## src/rtl/tmr_voter.sv

```systemverilog
// Registered TMR voter: bitwise 2-of-3 majority with per-lane fault tracking,
// degradation to dual-lane comparison after one lane retires, and a halt state.
module tmr_voter #(
    parameter int unsigned WIDTH       = 1,
    parameter int unsigned CNT_WIDTH   = 8,
    parameter int unsigned FAULT_LIMIT = 4
) (
    input  logic                 clk,
    input  logic                 rst_n,
    input  logic [WIDTH-1:0]     inA,
    input  logic [WIDTH-1:0]     inB,
    input  logic [WIDTH-1:0]     inC,
    input  logic                 in_valid,
    input  logic                 err_clr,
    output logic [WIDTH-1:0]     out,
    output logic                 out_valid,
    output logic                 uncorr,
    output logic [2:0]           lane_fail,
    output logic [CNT_WIDTH-1:0] err_cnt_a,
    output logic [CNT_WIDTH-1:0] err_cnt_b,
    output logic [CNT_WIDTH-1:0] err_cnt_c,
    output logic [1:0]           state
);

    localparam int unsigned CW = $clog2(FAULT_LIMIT + 1);
    localparam logic [CW-1:0] LIMIT = CW'(FAULT_LIMIT);
    localparam logic [CNT_WIDTH-1:0] CNT_MAX = '1;

    localparam logic [1:0] S_VOTE3 = 2'd0;
    localparam logic [1:0] S_DUAL  = 2'd1;
    localparam logic [1:0] S_HALT  = 2'd2;

    logic [WIDTH-1:0]     lane [3];
    logic [WIDTH-1:0]     maj;
    logic [WIDTH-1:0]     surv0;
    logic [WIDTH-1:0]     surv1;
    logic [2:0]           hits;

    logic [CNT_WIDTH-1:0] cnt_q [3];
    logic [CNT_WIDTH-1:0] cnt_d [3];
    logic [CW-1:0]        con_q [3];
    logic [CW-1:0]        con_d [3];
    logic [CW-1:0]        cd_q;
    logic [CW-1:0]        cd_d;

    logic [1:0]           state_nxt;
    logic [2:0]           fail_nxt;
    logic [WIDTH-1:0]     out_nxt;
    logic                 ov_nxt;
    logic                 unc_nxt;

    function automatic logic [CNT_WIDTH-1:0] sat_inc(input logic [CNT_WIDTH-1:0] v);
        return (v == CNT_MAX) ? v : v + CNT_WIDTH'(1);
    endfunction

    assign err_cnt_a = cnt_q[0];
    assign err_cnt_b = cnt_q[1];
    assign err_cnt_c = cnt_q[2];

    always_comb begin
        lane[0] = inA;
        lane[1] = inB;
        lane[2] = inC;
    end

    assign maj = (inA & inB) | (inB & inC) | (inA & inC);

    // The two lanes still in service once one has been retired
    always_comb begin
        surv0 = inA;
        surv1 = inB;
        case (lane_fail)
            3'b001:  begin surv0 = inB; surv1 = inC; end
            3'b010:  begin surv0 = inA; surv1 = inC; end
            default: begin surv0 = inA; surv1 = inB; end
        endcase
    end

    // Next-state and registered-output computation
    always_comb begin
        state_nxt = state;
        fail_nxt  = lane_fail;
        out_nxt   = out;
        ov_nxt    = 1'b0;
        unc_nxt   = 1'b0;
        cnt_d     = cnt_q;
        con_d     = con_q;
        cd_d      = cd_q;
        hits      = 3'b000;

        case (state)
            S_VOTE3: begin
                ov_nxt = in_valid;
                if (in_valid) begin
                    out_nxt = maj;
                    for (int i = 0; i < 3; i++) begin
                        if (lane[i] != maj) begin
                            cnt_d[i] = sat_inc(cnt_q[i]);
                            con_d[i] = con_q[i] + CW'(1);
                            hits[i]  = (con_d[i] == LIMIT);
                        end else begin
                            con_d[i] = '0;
                        end
                    end
                    if (hits != 3'b000) begin
                        fail_nxt  = lane_fail | hits;
                        // A single retiring lane degrades; simultaneous ones halt
                        state_nxt = ((hits & (hits - 3'd1)) == 3'b000) ? S_DUAL : S_HALT;
                    end
                end
            end
            S_DUAL: begin
                ov_nxt = in_valid;
                if (in_valid) begin
                    if (surv0 == surv1) begin
                        out_nxt = surv0;
                        cd_d    = '0;
                    end else begin
                        unc_nxt = 1'b1;
                        for (int i = 0; i < 3; i++) begin
                            if (!lane_fail[i]) begin
                                cnt_d[i] = sat_inc(cnt_q[i]);
                            end
                        end
                        cd_d = cd_q + CW'(1);
                        if (cd_d == LIMIT) begin
                            state_nxt = S_HALT;
                        end
                    end
                end
            end
            S_HALT: begin
                state_nxt = S_HALT;
            end
            default: begin
                state_nxt = S_HALT;
            end
        endcase

        // Clear discards this cycle's bookkeeping but not its output word
        if (err_clr) begin
            state_nxt = S_VOTE3;
            fail_nxt  = 3'b000;
            cd_d      = '0;
            for (int i = 0; i < 3; i++) begin
                cnt_d[i] = '0;
                con_d[i] = '0;
            end
        end
    end

    always_ff @(posedge clk or negedge rst_n) begin
        if (!rst_n) begin
            state     <= S_VOTE3;
            lane_fail <= 3'b000;
            out       <= '0;
            out_valid <= 1'b0;
            uncorr    <= 1'b0;
            cd_q      <= '0;
            for (int i = 0; i < 3; i++) begin
                cnt_q[i] <= '0;
                con_q[i] <= '0;
            end
        end else begin
            state     <= state_nxt;
            lane_fail <= fail_nxt;
            out       <= out_nxt;
            out_valid <= ov_nxt;
            uncorr    <= unc_nxt;
            cd_q      <= cd_d;
            for (int i = 0; i < 3; i++) begin
                cnt_q[i] <= cnt_d[i];
                con_q[i] <= con_d[i];
            end
        end
    end

endmodule

```

## config.mk

```make
export PLATFORM = sky130hd
export DESIGN_NAME = tmr_voter
export DESIGN_NICKNAME = d
export VERILOG_FILES = /design/src/rtl/tmr_voter.sv
export SDC_FILE = /design/constraint.sdc
export NUM_CORES = 1
export LEC_CHECK = 0
export BUFFER_PORTS_ARGS = -buffer_cell sky130_fd_sc_hd__buf_2
export CAP_MARGIN = 20
export CORE_UTILIZATION = 55
export CTS_CLUSTER_DIAMETER = 30
export CTS_CLUSTER_SIZE = 16
export DETAILED_ROUTE_END_ITERATION = 6
export GPL_TIMING_DRIVEN = 1
export PLACE_DENSITY = 0.78
export SLEW_MARGIN = 20
export SYNTH_ARGS = -nofsm -noshare
export SYNTH_HDL_FRONTEND = slang
export SYNTH_SLANG_ARGS = --single-unit
```

## constraint.sdc

```tcl
create_clock -name clk -period 4.9 [get_ports clk]
set_input_delay 0.98 -clock clk [delete_from_list [all_inputs] [get_ports clk]]
set_output_delay 0.98 -clock clk [all_outputs]
set_load 0.02 [all_outputs]
```

# Yosys cells after proc, flatten, opt, wreduce, memory -nomap -nowiden
# Cells that the tools add are included.
# Widths: inputs -> output; s select.
# totals
inputBits	7
word_cells	129
ff_bits	44
# op_classes
bitwise	7
n_addsub	8
mux	55
reduce_logical	19
n_eq_ne	28
# ops
op	count
$mux 24	4
$mux 8	9
$pmux 24 s2	1
$mux 3	11
$ne 3x3->1 const B	11
$mux 9	3
$add 8x1->8 const B	3
$eq 8x8->1 const B	3
$mux 1	18
$reduce_and 6->1	3
$mux 2	7
$add 3x1->3 const B	4
$eq 3x3->1 const B	4
$reduce_bool 2->1	5
$ne 2x2->1 const B	3
$reduce_bool 3->1	2
$reduce_and 5->1	1
$pmux 2 s2	1
$reduce_and 2->1	2
$reduce_and 4->1	1
$reduce_or 2->1	2
$and 1x1->1	3
$and 3x3->3	1
$eq 3x1->1 const B	1
11 further kinds	14

# Depth between registers and ports, before layout
# logic_depth
ltp_word	15
mapped_depth	8
ltp_nobuf	7

# Least setup slack after synthesis
# OpenSTA, ideal clock, no wires.
# synth_path
kind	input-to-reg
from	input inA
to	register cnt_q (netlist bit err_cnt_a[2])
arrival_ns	2.285
required_ns	4.775
slack_ns	2.490
stages	7
setup_ns	0.125
path_cell_list	and2b_1 > or2_1 > o32a_4 > o21ai_4 > buf_6 > nor2_2 > mux2_4
# synth_via
elab_chain_len	6
elab_cells_between_ends	10
cone_classes	eq/ne (4); mux (1); bitwise (4); reduce/logical (1)
# synth_lines
element	line	source
start: declaration	10	input logic [WIDTH-1:0] inA,
$and 1x1->1	66	assign maj = (inA & inB) | (inB & inC) | (inA & inC);
$or 1x1->1 (2 in a row)	66	
$ne 1x1->1	97	if (lane[i] != maj) begin
$ne 3x3->1 (no line)	n/a	
$reduce_and 6->1 (no line) *	n/a	
end signal: indexed assignment	172	cnt_q[i] <= cnt_d[i];
end: declaration	39	logic [CNT_WIDTH-1:0] cnt_q [3];
# Every way passes the cells marked *; elsewhere a longest branch is shown, timed or not.
# A chain may end at the register's enable or synchronous reset.

# Worst setup path in the final report
# layout_path
from	input inB
to	register cnt_q (netlist bit err_cnt_c[7])
# layout_via
elab_chain_len	6
elab_cells_between_ends	11
cone_classes	eq/ne (4); mux (2); bitwise (4); reduce/logical (1)
# layout_lines
element	line	source
start: declaration	11	input logic [WIDTH-1:0] inB,
$and 1x1->1	66	
$or 1x1->1 (2 in a row)	66	
$ne 1x1->1	97	
$ne 3x3->1 (no line)	n/a	
$reduce_and 6->1 (no line) *	n/a	
# Marks and branches as above.

==> results by stage <==
Outcome:
- The run finished with clean final reports.

CTS:
- The count of cells resized by post-cts repair is 0.
- For the worst-skew pair, the clock arrives at the later sink with an insertion delay of 290 ps.
- The post-CTS setup repair buffer count is 0.
- The H-tree depth reported by CTS is 2.
- The cell sitting at the root of the clock tree is a sky130_fd_sc_hd__clkbuf_8.
- TritonCTS built the clock tree.
- The post-cts hold buffer count is 0.
- The clock net in this run drives a total of 44 sinks.
- In this run the deepest clock path goes through 2 buffers.
- The clock-pin slew on the worst setup and hold paths is approximately 80 ps.
- Buffers inserted during clock tree synthesis total 5.

Logic synthesis:
- The mapped netlist covers about 2400 um^2.
- The largest area contributor in the synthesized netlist is sky130_fd_sc_hd__dfrtp_1.
- After synthesis the netlist holds a flip-flop and latch count of 44.
- After synthesis, the share of flip-flops with an asynchronous set or reset is 1.00.
- Ranked by total cell area, the synthesized netlist is headed by sky130_fd_sc_hd__dfrtp_1, sky130_fd_sc_hd__ha_1, sky130_fd_sc_hd__a21oi_1.
- The leading cell type by number of instances after synthesis is sky130_fd_sc_hd__dfrtp_1.
- The number of nets handed over by synthesis was approximately 270.
- The commonest cells after synthesis are sky130_fd_sc_hd__dfrtp_1, sky130_fd_sc_hd__nand2_1, sky130_fd_sc_hd__nor2_1, sky130_fd_sc_hd__a21oi_1.
- The average cell area after synthesis is around 9.7 um^2.
- The most used flip-flop cell after synthesis is sky130_fd_sc_hd__dfrtp_1.
- The count of flip-flops with a built-in enable after synthesis is 0.
- The synthesized netlist contains 46 unique library cells.
- Synthesis produced 248 cells.
- The number of warnings reported in the yosys synthesis log is 0.
- Of the post-synthesis cell area, the dominant cell type holds 0.455.
- The share of synthesized area occupied by flip-flops and latches is 0.455.

Timing:
- The number of endpoints with negative hold slack in the final report is 0.
- Setup repair after global routing left no endpoint under its margin.
- In this run the tightest slew margin relative to its limit is 0.337.
- The time the final worst path needs with I/O delays and setup is 2540 ps.
- The period utilization is 0.518.
- The maximum clock frequency is just under 400 MHz.
- The total count of max-transition violations in the final report is 0.
- The final clock skew is roughly 3.3 ps.
- The transition at the pin with the smallest max-transition slack is between 900 and 1000 ps.
- The accumulated negative setup slack is 0 ps.
- The number of setup violations in the final report is 0.

Critical path:
- The largest incremental delay on the critical path is approximately 540 ps.
- The maximum fanout along the worst path is 14.
- Counting buffers and inverters, the worst setup path is 7 cells deep.
- The worst setup path is captured at a flip-flop.
- Broken down by cell family, the worst path's largest delay share belongs to compound AO/OA/AOI/OAI gates.
- The type of the worst setup path is input pin to flip-flop.
- The worst reg-to-reg path cell count is 6.
- The arrival time of data at the critical path endpoint is between 2000 and 3000 ps.
- The number of buffers and inverters on the critical path is 1.
- The cell with the largest stage delay on the worst path is sky130_fd_sc_hd__or4_1.
- For the worst setup path, the data required time is slightly above 5000 ps.
- The signal on the critical path passes through buf_2 > nand2b_1 > o22ai_1 > o21ba_2 > o211ai_2 > or4_1 > a21oi_1.
- The kind of launch point of the worst setup path is an input pin.

Drt:
- The initial detailed-routing violation count is 168.
- The remaining antenna violation count is 0.
- The total via count after detailed routing is about 2000.
- After detailed routing, the average wire length per cell comes to 14.6 um.
- After detailed routing, the number of vias per cell comes to between 6 and 7.
- The first TritonRoute pass finished after 4 iterations.
- The number of design rule violations left after detail routing is 0.
- After detailed routing, the total wire length is 4.92 mm.

Global route:
- The first global-routing pass estimated between 8 and 9 mm of wire.
- Entering global routing, the biggest net connects 45 pins.
- The via count of the first global-routing pass is 1836.
- Across every metal layer, demand over resource in global routing totals 0.236.
- The initial antenna violation count is 0.
- After global routing the overflow that remains totals 0.

Min path:
- The min-delay analysis places its worst path in the category flip-flop to flip-flop.
- Counting instances, the worst hold path has a depth of 1.

Placed design:
- The number of port buffers is 38.
- Routability-driven placement finished with a final weighted congestion of 0.894.
- Once detailed placement completed, the half-perimeter wirelength came to roughly 3.4 mm.

Power:
- The worst-case IR drop observed on VDD is approximately 0.14 mV.
- After layout, the design draws a total of between 0.6 and 0.7 mW.
- Dividing total power by cell area gives a power density of approximately 250 nW/um^2.
- The leakage power total is around 1.3 nW.

Floorplan:
- 39 I/O pins were placed.
- The vertical extent of the die is around 70 um.
- The width of the chip is roughly 70 um.
- The total area inside the core boundary comes to around 4100 um^2.
- The initialized floorplan defines 23 standard-cell rows.
- The initial utilization of the core area, before any placement, comes to 0.587.
- The die covers between 4000 and 5000 um^2.

Final layout:
- The fraction of final layout cells sized beyond drive strength 1 is 0.199.
- The relative area change from synthesis to final layout is 12.2%.
- The filler cell count is around 360.
- The count of antenna diodes in the layout is 0.
- The net count of the finished layout is slightly above 300.

Flow run:
- The tool flagged a number of max-cap violations equal to 0.
## cells in the final DEF (no fill, tap or decap), types with 3 or more instances in the layout
master                     synthesis  routed
sky130_fd_sc_hd__xor2_1            3       3
sky130_fd_sc_hd__ha_1             11      11
sky130_fd_sc_hd__o21ai_1           9       9
sky130_fd_sc_hd__or3_1            10      10
sky130_fd_sc_hd__dfrtp_1          44      44
sky130_fd_sc_hd__o31ai_1           5       5
sky130_fd_sc_hd__nor2_1           21      21
sky130_fd_sc_hd__or4_1             5       5
sky130_fd_sc_hd__buf_2             0      38
sky130_fd_sc_hd__a32o_1            3       3
sky130_fd_sc_hd__mux2i_1           4       4
sky130_fd_sc_hd__nand4_1           4       4
sky130_fd_sc_hd__inv_1            11      11
sky130_fd_sc_hd__clkbuf_8          0       6
sky130_fd_sc_hd__nand3_1          10      10
sky130_fd_sc_hd__nand2_1          21      21
sky130_fd_sc_hd__o22ai_1           4       4
sky130_fd_sc_hd__o21ai_0           8       8
sky130_fd_sc_hd__nor2b_1           3       3
sky130_fd_sc_hd__nand2b_1          7       7
sky130_fd_sc_hd__a21oi_1          20      20
sky130_fd_sc_hd__a31oi_1           3       3
## final cells by class
cell class,instances,area [um^2],area share
Clock buffer,8,90.1,0.0332
Sequential cell,44,1100,0.406
Inverter,12,45.0,0.0166
Timing Repair Buffer,38,190,0.0701
Multi-Input combinational cell,184,1220,0.451
Tap cell,50,62.6,0.0231
## layer usage
| metal | global-route usage | wire length [um] | vias to the layer above |
|---|---|---|---|
| met1 | 0.308 | 2360 | 992 |
| met3 | 0.0433 | 198 | 6 |
| met2 | 0.387 | 2300 | 47 |
| li1 | - | - | 988 |
| met5 | 0 | 0 | - |
| met4 | 0.0885 | 65 | 0 |
## metrics by stage
stage	std cells	hold WS, ps	worst slack (ps)	util	instance area (um^2)
finish	336	503	2360	0.659	2710
global route	336	524	2210	0.659	2710
global placement	328	483	2110	0.637	2620
detailed placement	328	492	2040	0.637	2620
floorplan	248	463	2490	-	2420
CTS	336	503	2350	0.659	2710
## report_power, final
part	switching (mW)	total [mW]	internal [mW]
logic	0.0489	0.0712	0.0223
registers	0.00726	0.376	0.369
clock network	0.117	0.232	0.115
## cell families after synthesis
logic type                 Yosys count  share of synthesized area
muxes                                8                     0.0383
buffers and inverters               20                     0.0388
xor gates and xnor gates             3                     0.0109
AOI/OAI and AO/OA                   68                      0.198
DFF                                 44                      0.455
and+or+nand+nor                     94                      0.201
adders and majority gates           11                     0.0569
## worst reg2reg max path: cells and delay by family (launching register included)
kind               cells  cell delay, ps
AOI/OAI and AO/OA      3            1190
and+or+nand+nor        2             260
DFF                    1             430
muxes                  1             250
## flip-flops by register name, summed over array words and instances, names as in the netlist
name / flops
con_q: 9
err_cnt_a: 8
err_cnt_b: 8
err_cnt_c: 8
cd_q: 3
lane_fail: 3
state: 2
out: 1
out_valid: 1
uncorr: 1
## path summary, 6_finish.rpt
| check | startpoint | end | slack [ps] |
|---|---|---|---|
| worst max-delay path | inB | err_cnt_c[7]$_DFFE_PN0P_ | 2360 |
| worst min-delay path | con_q[7]$_DFFE_PN0P_ | con_q[7]$_DFFE_PN0P_ | 500 |
| worst max register to register | lane_fail[1]$_DFFE_PN0P_ | err_cnt_c[1]$_DFFE_PN0P_ | 2640 |
| worst min register to register | con_q[7]$_DFFE_PN0P_ | con_q[7]$_DFFE_PN0P_ | 500 |
| max in group asynchronous | rst_n | err_cnt_c[7]$_DFFE_PN0P_ | 3470 |
| min in group asynchronous | rst_n | err_cnt_a[7]$_DFFE_PN0P_ | 820 |
(Power assumes the default switching activity.)
